[src/rtl/mem_port_arbiter_pkg.sv]
`default_nettype none
// ============================================================================
// mem_port_arbiter_pkg
//   Shared memory-request types and the port-id width rule.
//   Revision: 1.0
// ============================================================================
package mem_port_arbiter_pkg;

  localparam int PHYS_ADDR_W = 21;
  localparam int MEM_DATA_W  = 64;

  typedef logic [PHYS_ADDR_W-1:0] phys_memory_address_t;

  typedef struct packed {
    logic                  write;
    phys_memory_address_t  addr;
    logic [MEM_DATA_W-1:0] wdata;
  } mem_req_t;

  // A single-client arbiter still carries a 1-bit port id.
  function automatic int port_id_w(input int num_ports);
    return (num_ports > 1) ? $clog2(num_ports) : 1;
  endfunction

endpackage
`default_nettype wire

[src/rtl/port_tag_fifo.sv]
`default_nettype none
// ============================================================================
// port_tag_fifo
//   Synchronous FIFO with async reset; explicit count for full/empty.
//   Revision: 1.0
// ============================================================================
module port_tag_fifo #(
  parameter int DEPTH = 4,
  parameter int WIDTH = 2
) (
  input  logic                     clk,
  input  logic                     rst,
  input  logic                     i_push,
  input  logic [WIDTH-1:0]         i_push_data,
  input  logic                     i_pop,
  output logic [WIDTH-1:0]         o_pop_data,
  output logic                     o_full,
  output logic                     o_empty,
  output logic [$clog2(DEPTH):0]   o_count
);

  localparam int PTR_W = $clog2(DEPTH);
  localparam int CNT_W = PTR_W + 1;

  logic [WIDTH-1:0] r_mem [DEPTH];
  logic [PTR_W-1:0] r_wr_ptr;
  logic [PTR_W-1:0] r_rd_ptr;
  logic [CNT_W-1:0] r_count;
  logic             w_do_push;
  logic             w_do_pop;

  assign o_full     = (r_count == CNT_W'(DEPTH));
  assign o_empty    = (r_count == '0);
  assign o_count    = r_count;
  assign o_pop_data = r_mem[r_rd_ptr];

  // A push into a full FIFO is legal only when the head leaves in the same cycle.
  assign w_do_pop  = i_pop & ~o_empty;
  assign w_do_push = i_push & (~o_full | w_do_pop);

  always_ff @(posedge clk) begin
    if (w_do_push) begin
      r_mem[r_wr_ptr] <= i_push_data;
    end
  end

  always_ff @(posedge clk or posedge rst) begin
    if (rst) begin
      r_wr_ptr <= '0;
      r_rd_ptr <= '0;
      r_count  <= '0;
    end else begin
      if (w_do_push) begin
        r_wr_ptr <= r_wr_ptr + 1'b1;
      end
      if (w_do_pop) begin
        r_rd_ptr <= r_rd_ptr + 1'b1;
      end
      case ({w_do_push, w_do_pop})
        2'b10:   r_count <= r_count + 1'b1;
        2'b01:   r_count <= r_count - 1'b1;
        default: r_count <= r_count;
      endcase
    end
  end

endmodule
`default_nettype wire

[src/rtl/mem_port_arbiter.sv]
`default_nettype none
// ============================================================================
// mem_port_arbiter
//   Round-robin N-port memory request arbiter with in-order response routing.
//   Revision: 1.0
// ============================================================================
module mem_port_arbiter
  import mem_port_arbiter_pkg::*;
#(
  parameter int NUM_PORTS       = 2,
  parameter int ADDR_W          = 21,
  parameter int DATA_W          = 64,
  parameter int MAX_OUTSTANDING = 4
) (
  input  logic                              clk,
  input  logic                              reset,
  input  logic [NUM_PORTS-1:0]              up_req_valid,
  output logic [NUM_PORTS-1:0]              up_req_ready,
  input  logic [NUM_PORTS-1:0]              up_req_write,
  input  logic [NUM_PORTS*ADDR_W-1:0]       up_req_addr,
  input  logic [NUM_PORTS*DATA_W-1:0]       up_req_wdata,
  output logic [NUM_PORTS-1:0]              up_rsp_valid,
  output logic [DATA_W-1:0]                 up_rsp_rdata,
  output logic                              dn_req_valid,
  input  logic                              dn_req_ready,
  output logic                              dn_req_write,
  output logic [ADDR_W-1:0]                 dn_req_addr,
  output logic [DATA_W-1:0]                 dn_req_wdata,
  output logic [port_id_w(NUM_PORTS)-1:0]   dn_req_port,
  input  logic                              dn_rsp_valid,
  input  logic [DATA_W-1:0]                 dn_rsp_rdata,
  output logic                              err_orphan_rsp
);

  localparam int PORT_W = port_id_w(NUM_PORTS);
  localparam int CNT_W  = $clog2(MAX_OUTSTANDING) + 1;

  typedef struct packed {
    logic              found;
    logic [PORT_W-1:0] idx;
  } pick_t;

  // Lowest rotational distance from the pointer wins.
  function automatic pick_t rr_pick(input logic [NUM_PORTS-1:0] req,
                                    input logic [PORT_W-1:0]    ptr);
    pick_t res;
    int    best_off;
    int    off;
    res      = '0;
    best_off = NUM_PORTS;
    for (int p = 0; p < NUM_PORTS; p++) begin
      off = (p + NUM_PORTS - int'(ptr)) % NUM_PORTS;
      if (req[p] && (off < best_off)) begin
        best_off  = off;
        res.found = 1'b1;
        res.idx   = PORT_W'(p);
      end
    end
    return res;
  endfunction

  logic                 r_stage_valid;
  logic                 r_stage_write;
  logic [ADDR_W-1:0]    r_stage_addr;
  logic [DATA_W-1:0]    r_stage_wdata;
  logic [PORT_W-1:0]    r_stage_port;
  logic [PORT_W-1:0]    r_rr_ptr;
  logic                 r_err;

  pick_t                w_pick;
  logic                 w_can_accept;
  logic                 w_accept;
  logic [CNT_W-1:0]     w_inflight;
  logic                 w_sel_write;
  logic [ADDR_W-1:0]    w_sel_addr;
  logic [DATA_W-1:0]    w_sel_wdata;
  logic                 w_push;
  logic                 w_pop;
  logic [PORT_W-1:0]    w_head;
  logic                 w_fifo_full;
  logic                 w_fifo_empty;
  logic [CNT_W-1:0]     w_fifo_count;

  // A response popping this cycle deliberately does not free a slot.
  assign w_inflight   = CNT_W'(r_stage_valid) + w_fifo_count;
  assign w_can_accept = (~r_stage_valid | dn_req_ready) &
                        (w_inflight < CNT_W'(MAX_OUTSTANDING));
  assign w_pick       = rr_pick(up_req_valid, r_rr_ptr);
  assign w_accept     = ~reset & w_can_accept & w_pick.found;
  assign up_req_ready = w_accept ? (NUM_PORTS'(1) << w_pick.idx) : '0;

  always_comb begin
    w_sel_write = 1'b0;
    w_sel_addr  = '0;
    w_sel_wdata = '0;
    for (int p = 0; p < NUM_PORTS; p++) begin
      if (w_pick.idx == PORT_W'(p)) begin
        w_sel_write = up_req_write[p];
        w_sel_addr  = up_req_addr[p*ADDR_W +: ADDR_W];
        w_sel_wdata = up_req_wdata[p*DATA_W +: DATA_W];
      end
    end
  end

  always_ff @(posedge clk or posedge reset) begin
    if (reset) begin
      r_stage_valid <= 1'b0;
      r_stage_write <= 1'b0;
      r_stage_addr  <= '0;
      r_stage_wdata <= '0;
      r_stage_port  <= '0;
      r_rr_ptr      <= '0;
    end else if (w_accept) begin
      r_stage_valid <= 1'b1;
      r_stage_write <= w_sel_write;
      r_stage_addr  <= w_sel_addr;
      r_stage_wdata <= w_sel_wdata;
      r_stage_port  <= w_pick.idx;
      r_rr_ptr      <= PORT_W'((int'(w_pick.idx) + 1) % NUM_PORTS);
    end else if (dn_req_ready) begin
      r_stage_valid <= 1'b0;
    end
  end

  assign dn_req_valid = r_stage_valid;
  assign dn_req_write = r_stage_write;
  assign dn_req_addr  = r_stage_addr;
  assign dn_req_wdata = r_stage_wdata;
  assign dn_req_port  = r_stage_port;

  assign w_pop  = dn_rsp_valid & ~w_fifo_empty;
  assign w_push = r_stage_valid & dn_req_ready & (~w_fifo_full | w_pop);

  port_tag_fifo #(
    .DEPTH (MAX_OUTSTANDING),
    .WIDTH (PORT_W)
  ) u_tag_fifo (
    .clk         (clk),
    .rst         (reset),
    .i_push      (w_push),
    .i_push_data (r_stage_port),
    .i_pop       (w_pop),
    .o_pop_data  (w_head),
    .o_full      (w_fifo_full),
    .o_empty     (w_fifo_empty),
    .o_count     (w_fifo_count)
  );

  assign up_rsp_valid = w_pop ? (NUM_PORTS'(1) << w_head) : '0;
  assign up_rsp_rdata = w_pop ? dn_rsp_rdata : '0;

  always_ff @(posedge clk or posedge reset) begin
    if (reset) begin
      r_err <= 1'b0;
    end else if (dn_rsp_valid && w_fifo_empty) begin
      r_err <= 1'b1;
    end
  end

  assign err_orphan_rsp = r_err;

endmodule
`default_nettype wire
[config.mk]
export PLATFORM = sky130hd
export DESIGN_NAME = mem_port_arbiter
export DESIGN_NICKNAME = d
export VERILOG_FILES = /design/src/rtl/mem_port_arbiter_pkg.sv /design/src/rtl/port_tag_fifo.sv /design/src/rtl/mem_port_arbiter.sv
export SDC_FILE = /design/constraint.sdc
export NUM_CORES = 1
export LEC_CHECK = 0
export CAP_MARGIN = 20
export CORE_AREA = 2 2 154 156
export DETAILED_ROUTE_END_ITERATION = 16
export DIE_AREA = 0 0 156 158
export GPL_ROUTABILITY_DRIVEN = 1
export GPL_TIMING_DRIVEN = 0
export PLACE_DENSITY = 0.73
export SYNTH_ARGS = -nofsm -noshare
export SYNTH_HDL_FRONTEND = slang
export SYNTH_SLANG_ARGS = --single-unit
[constraint.sdc]
create_clock -name clk -period 9 [get_ports clk]
set_input_delay 2.25 -clock clk [delete_from_list [all_inputs] [get_ports clk]]
set_output_delay 2.25 -clock clk [all_outputs]
set_load 0.005 [all_outputs]
==> results of run 1 <==
routing by layer:
metal  global-route usage, %  up-vias
met5                       0        -
met1                    17.3     2286
met4                    4.33        0
met2                    31.6      229
li1                        -     2242
met3                    6.57       17
cells in the mapped netlist, types with 4 or more instances:
library cell   n
dfrtp_1       97
clkbuf_1       7
nand2_1        4
mux2_4        86
ha_1           5
xnor2_1        4
inv_1          8
buf_12         9
and2_1        69
buf_2          9
mux2_2        87
edfxtp_1       4
how the worst max path moves through the flow:
stage / from / cells past startpoint / endpoint
after floorplan: dn_req_ready / 6 / up_req_ready[0]
after global placement: up_req_valid[0] / 6 / up_req_ready[0]
after detailed placement: up_req_valid[0] / 6 / up_req_ready[0]
after CTS: up_req_valid[0] / 6 / up_req_ready[0]
after global routing: up_req_valid[0] / 6 / up_req_ready[0]
final: up_req_valid[0] / 6 / up_req_ready[0]
worst reg2reg max path, cell delays in order (launching register included):
cell      delay (ns)
dfrtp_1         0.45
nor3_1          0.10
nor2b_1         0.33
clkbuf_1        0.36
buf_2           0.28
ha_1            0.21
inv_1           0.06
fa_1            0.37
xor2_1          0.15
nor2_1          0.11
xor2_1          0.16
power by group:
group	total (mW)	switching (mW)	internal (mW)
Clock	0.411	0.184	0.227
Combinational	1.48	0.453	1.03
Sequential	0.829	0.141	0.688
Total	2.72	0.778	1.94
sequential cells by signal, indices dropped and copies added, names as in the netlist:
name                 count
dn_req_addr             21
dn_req_port              1
dn_req_valid             1
dn_req_wdata            64
dn_req_write             1
err_orphan_rsp           1
r_rr_ptr                 1
u_tag_fifo.o_count       3
u_tag_fifo.r_mem         4
u_tag_fifo.r_rd_ptr      2
u_tag_fifo.r_wr_ptr      2
final cells by class:
type | count | area (µm²)
diodes | 1 | 2.50
plain buffers | 26 | 267
multi-input cells | 278 | 3000
well taps | 290 | 363
repair buffers | 399 | 4010
clock inverters | 5 | 66.3
flip-flops and latches | 101 | 2550
fillers | 2132 | 12500
clock buffers | 11 | 243
inverters | 8 | 32.5
per-stage QoR:
step / cell area [µm²] / power [mW] / util, % / std cells / setup slack, ns
final: 10500 / 2.72 / 45.7 / 1119 / 1.97
after detailed placement: 10200 / 2.33 / 44.3 / 1102 / 1.86
after global placement: 10200 / 2.31 / 44.2 / 1101 / 1.85
after CTS: 10500 / 2.77 / 45.7 / 1118 / 1.85
after global routing: 10500 / 2.88 / 45.7 / 1118 / 1.77
after floorplan: 5840 / 1.56 / - / 413 / 3.54
cell families (layout without fill, tap and decap cells):
logic type               count (synthesis)  count (layout)  share of synthesized area (%)
multiplexers                           175             175                           39.4
adder cells (fa/ha/maj)                  6               6                           1.41
AO/OA/AOI/OAI                            6               6                          0.599
AND/OR/NAND/NOR                         84              84                           8.86
other                                    0               1                              0
flip-flops                             101             101                           43.6
buffers and inverters                   34             449                           5.07
XOR/XNOR                                 7               7                           1.05
==> results.py, run 1 <==
metrics = {
    "status": {
        "run_status": "finished, final reports clean",
    },
    "die": {
        "initial_core_util_pct": 25.4,
        "coreArea_um2": 23100,
        "dieArea_um2": 24600,
        "die_h_um": 158,
        "fp.dieW_um": 156,
        "std_cell_rows": 56,
        "io_pins": 399,
    },
    "min_path": {
        "min_path_cells": 1,
        "min_path_type": "flop to flop",
        "worstHoldEndpoint": "u_tag_fifo.r_rd_ptr[1]",
        "min_from": "u_tag_fifo.r_rd_ptr[1]",
    },
    "timing": {
        "max_freq_mhz": 142,
        "finalSetupTns_ns": 0,
        "final-hold-violation-count": 0,
        "worst_slew_pin_slew_ns": 0.940,
        "final.period_utilization_pct": 78.2,
        "worst_clock_skew_ns": 0.00844,
        "layout_min_cycle_time_ns": 7.03,
        "worst_hold_slack_ns": 0.485,
        "rsz0062_at_grt": "false",
        "finalSetupViolCount": 0,
        "slew_violations": 0,
        "slew_headroom_pct": 36.9,
    },
    "routing": {
        "drt_wl_total_mm": 21.4,
        "met1_length_mm": 7.69,
        "detail_route.wl_per_cell_um": 19.1,
        "top_layer_used": "met4",
        "ant_nets": 0,
        "route.detailed.drc": 0,
        "post_drt_via_cell_ratio": 4.27,
        "wl_met2_mm": 11.4,
        "drtIter0Drc": 167,
        "vias": 4774,
        "dr.pass1.iters": 4,
        "wl_met3_mm": 2.07,
    },
    "grt": {
        "grt_pass1_wl_mm": 30.3,
        "overflow": 0,
        "gr-usage-all-layers_pct": 16.7,
        "grt_pass1_vias": 5017,
        "grt_max_degree": 50,
        "antenna_found_initial": 1,
    },
    "clock_network": {
        "insertion_delay_ns": 0.35,
        "cts_buffers": 9,
        "clk_pin_slew_ns": 0.07,
        "postCtsSetupRepairBufs": 0,
        "cts_num_sinks": 101,
        "cts_repair_resize_count": 0,
        "cts_max_path_buffers": 2,
        "cts_hold_buf": 0,
        "h-tree-depth": 3,
        "cts_tree": "yes",
        "clock-root-buffer": "clkbuf_16",
    },
    "critical_path": {
        "crit_type": "primary input to output port",
        "cp.required_ns": 6.75,
        "r2r_cells": 10,
        "worst_path_most_repeated_cell": "clkdlybuf4s50_1",
        "worstPathArrival_ns": 4.78,
        "r2r_start": "u_tag_fifo.o_count[0]",
        "start_kind": "primary input",
        "worst-path-buf-inv": 4,
        "cp_cell_sequence": "clkdlybuf4s50_1 > inv_1 > o21ai_1 > clkbuf_1 > nor2b_1 > clkdlybuf4s50_1",
        "critical_path.top_delay_family": "buffers and inverters",
        "r2r_setup_slack_ns": 6.35,
        "reg2reg_to": "u_tag_fifo.o_count[2]",
        "critPathSlowestCell": "o21ai_1",
        "crit_fanout": 10,
        "max_stage_delay_ns": 0.73,
        "end_kind": "output port",
    },
    "place": {
        "portBuffers": 398,
        "gp_congestion": 0.860,
        "dp_hpwl_mm": 17.2,
    },
    "logic_synthesis": {
        "yosysTopAreaCell": "dfrtp_1",
        "synth_nets": 661,
        "synth_seq_cells": 101,
        "synthFlopType": "dfrtp_1",
        "synth_cell_types": 28,
        "synth_top_area_share_pct": 41.5,
        "syn-cell-area_um2": 5840,
        "synth_edf_count": 4,
        "synthArstFlopShare_pct": 96.0,
        "ys_seq_area_share_pct": 43.6,
        "avgSynthCellArea_um2": 14.2,
        "syn_inst": 413,
        "yosysWarnings": 0,
        "synth_area_leaders": "dfrtp_1, mux2_4, mux2_2",
    },
    "final_layout": {
        "final_cell_mix": "clkdlybuf4s50_1, dfrtp_1, mux2_2",
        "layout_commonest_cell": "clkdlybuf4s50_1",
        "num-nets-final": 1071,
        "drive_gt1_share_pct": 25.6,
        "syn_to_final_growth_pct": 80.2,
    },
    "pwr": {
        "powerDensity_nw_per_um2": 258,
        "p_leak_nw": 4.50,
        "peakVddDrop_v": 0.000119,
    },
    "run": {
        "drv_cap": 0,
    },
}
Note: power is estimated with default switching activity, not from simulation.
==> inputs of run 2 (changes only) <==
--- a/config.mk
+++ b/config.mk
@@ -6,12 +6,12 @@
 export NUM_CORES = 1
 export LEC_CHECK = 0
 export CAP_MARGIN = 20
-export CORE_AREA = 2 2 154 156
+export CORE_AREA = 2 2 156 158
 export DETAILED_ROUTE_END_ITERATION = 16
-export DIE_AREA = 0 0 156 158
+export DIE_AREA = 0 0 158 160
 export GPL_ROUTABILITY_DRIVEN = 1
 export GPL_TIMING_DRIVEN = 0
-export PLACE_DENSITY = 0.73
+export PLACE_DENSITY = 0.72
 export SYNTH_ARGS = -nofsm -noshare
 export SYNTH_HDL_FRONTEND = slang
 export SYNTH_SLANG_ARGS = --single-unit
==> constraint.sdc (replaced) <==
create_clock -name clk -period 6.7 [get_ports clk]
set_input_delay 1.675 -clock clk [delete_from_list [all_inputs] [get_ports clk]]
set_output_delay 1.675 -clock clk [all_outputs]
set_load 0.005 [all_outputs]
==> run 2 against run 1 <==
Effect of this change: clock skew rose by 0.0016 ns; final cell count up 2.9%; sequential share of layout area down 0.094 points; register-to-register slack lost 2.3 ns; sequential power is 35% higher; via count grew 1.8%; setup slack got worse by 0.91 ns; flip-flop and latch count unchanged; global-route usage barely moved; routed wire length grew 0.75%; utilization down 1.3 points; critical endpoint is now up_rsp_rdata[57].
==> results.py, run 2 (same netlist as run 1, synthesis figures left out) <==
metrics = {
    "routing": {
        "vias": 4858,
        "wl_met2_mm": 11.2,
        "ant_nets": 0,
        "met1_length_mm": 8.14,
        "dr.pass1.iters": 4,
        "route.detailed.drc": 0,
        "detail_route.wl_per_cell_um": 18.7,
        "post_drt_via_cell_ratio": 4.22,
        "drt_wl_total_mm": 21.6,
        "top_layer_used": "met4",
        "wl_met3_mm": 1.88,
        "drtIter0Drc": 160,
    },
    "clock_network": {
        "clock-root-buffer": "clkbuf_16",
        "insertion_delay_ns": 0.34,
        "cts_max_path_buffers": 2,
        "h-tree-depth": 3,
        "cts_tree": "yes",
        "clk_pin_slew_ns": 0.07,
        "cts_buffers": 9,
        "cts_repair_resize_count": 0,
        "cts_num_sinks": 101,
        "postCtsSetupRepairBufs": 0,
        "cts_hold_buf": 0,
    },
    "final_layout": {
        "final_cell_mix": "clkdlybuf4s50_1, dfrtp_1, mux2_2",
        "drive_gt1_share_pct": 25.7,
        "num-nets-final": 1072,
        "largest_register_ffs": 64,
        "fill_cells": 2270,
        "layout_commonest_cell": "clkdlybuf4s50_1",
        "syn_to_final_growth_pct": 80.9,
        "antenna_cells": 0,
    },
    "pwr": {
        "p_clk_share_pct": 14.7,
        "p_seq_share_pct": 30.5,
        "combPwrFrac_pct": 54.7,
        "internal_power_mw": 2.61,
        "powerDensity_nw_per_um2": 346,
        "peakVddDrop_v": 0.000144,
        "p_sw_mw": 1.05,
        "p_leak_nw": 4.50,
        "p_sw_share_pct": 28.8,
    },
    "grt": {
        "overflow": 0,
        "grt_pass1_vias": 5304,
        "gr-usage-all-layers_pct": 16.7,
        "grt_pass1_wl_mm": 31.4,
        "antenna_found_initial": 0,
        "grt_max_degree": 56,
    },
    "timing": {
        "max_freq_mhz": 177,
        "worst_hold_slack_ns": 0.478,
        "layout_min_cycle_time_ns": 5.65,
        "final-hold-violation-count": 0,
        "worst_clock_skew_ns": 0.0100,
        "finalSetupTns_ns": 0,
        "rsz0062_at_grt": "false",
        "worst_slew_pin_slew_ns": 0.589,
        "slew_headroom_pct": 60.7,
        "slew_violations": 0,
        "final.period_utilization_pct": 84.3,
        "finalSetupViolCount": 0,
    },
    "place": {
        "portBuffers": 398,
        "gp_congestion": 0.828,
        "dp_hpwl_mm": 17.2,
    },
    "die": {
        "std_cell_rows": 57,
        "die_h_um": 160,
        "fp.dieW_um": 158,
        "coreArea_um2": 23800,
        "dieArea_um2": 25300,
        "io_pins": 399,
        "initial_core_util_pct": 24.5,
    },
    "critical_path": {
        "r2r_setup_slack_ns": 4.02,
        "end_kind": "output port",
        "crit_fanout": 10,
        "r2r_cells": 10,
        "crit_path_start": "dn_rsp_valid",
        "crit_type": "primary input to output port",
        "start_kind": "primary input",
        "worstPathArrival_ns": 3.97,
        "r2r_start": "u_tag_fifo.o_count[0]",
        "cp.required_ns": 5.03,
    },
    "status": {
        "run_status": "finished, final reports clean",
    },
    "run": {
        "drv_cap": 0,
    },
    "min_path": {
        "min_path_cells": 1,
        "min_path_type": "flop to flop",
        "min_from": "err_orphan_rsp",
    },
}
run 2: per-stage QoR:
| stage | setup WS, ns | instances | utilization, % | total power [mW] | cell area (µm²) |
|---|---|---|---|---|---|
| after floorplan | 2.39 | 413 | - | 2.09 | 5840 |
| after global placement | 0.698 | 1135 | 43.0 | 3.12 | 10200 |
| after detailed placement | 1.07 | 1137 | 43.1 | 3.15 | 10300 |
| after CTS | 1.04 | 1152 | 44.4 | 3.72 | 10600 |
| after global routing | 0.941 | 1152 | 44.4 | 3.88 | 10600 |
| final | 1.05 | 1152 | 44.4 | 3.66 | 10600 |
run 2: worst max-delay path: stages:
cell and delay (ns):
clkdlybuf4s50_1 0.51, nor2b_1 0.38, clkbuf_1 0.38, buf_2 0.29, and2_1 0.15, clkdlybuf4s50_1 0.57
run 2: path summary, 6_finish.rpt:
kind                                    endpoint
hold reg to reg                   err_orphan_rsp
min in group asynchronous           dn_req_valid
setup reg to reg           u_tag_fifo.o_count[2]
hold / removal                    err_orphan_rsp
max in group asynchronous         dn_req_addr[2]
setup / recovery                up_rsp_rdata[57]
run 2: per-layer routing:
metal  global-route usage [%]  up-vias
met3                     5.24       14
met5                        0        -
met1                     18.5     2387
li1                         -     2240
met2                     30.5      217
met4                     4.34        0
run 2: area by class of cell:
class	instances	area, µm²	share of cell area, %
Multi-Input combinational cell	278	3000	28.4
Clock buffer	10	239	2.26
Clock inverter	5	60.1	0.568
Timing Repair Buffer	400	4020	38.0
Sequential cell	101	2550	24.1
Tap cell	324	405	3.83
Inverter	8	32.5	0.308
Buffer	26	267	2.52
run 2: power by group through the flow:
stage	clock network (mW)	logic [mW]	registers, mW
2_1_floorplan	0	0.971	1.12
3_3_place_gp	0	2.00	1.11
3_5_place_dp	0	2.03	1.12
4_1_cts	0.561	2.04	1.12
5_1_grt	0.585	2.14	1.16
6_report	0.540	2.00	1.12
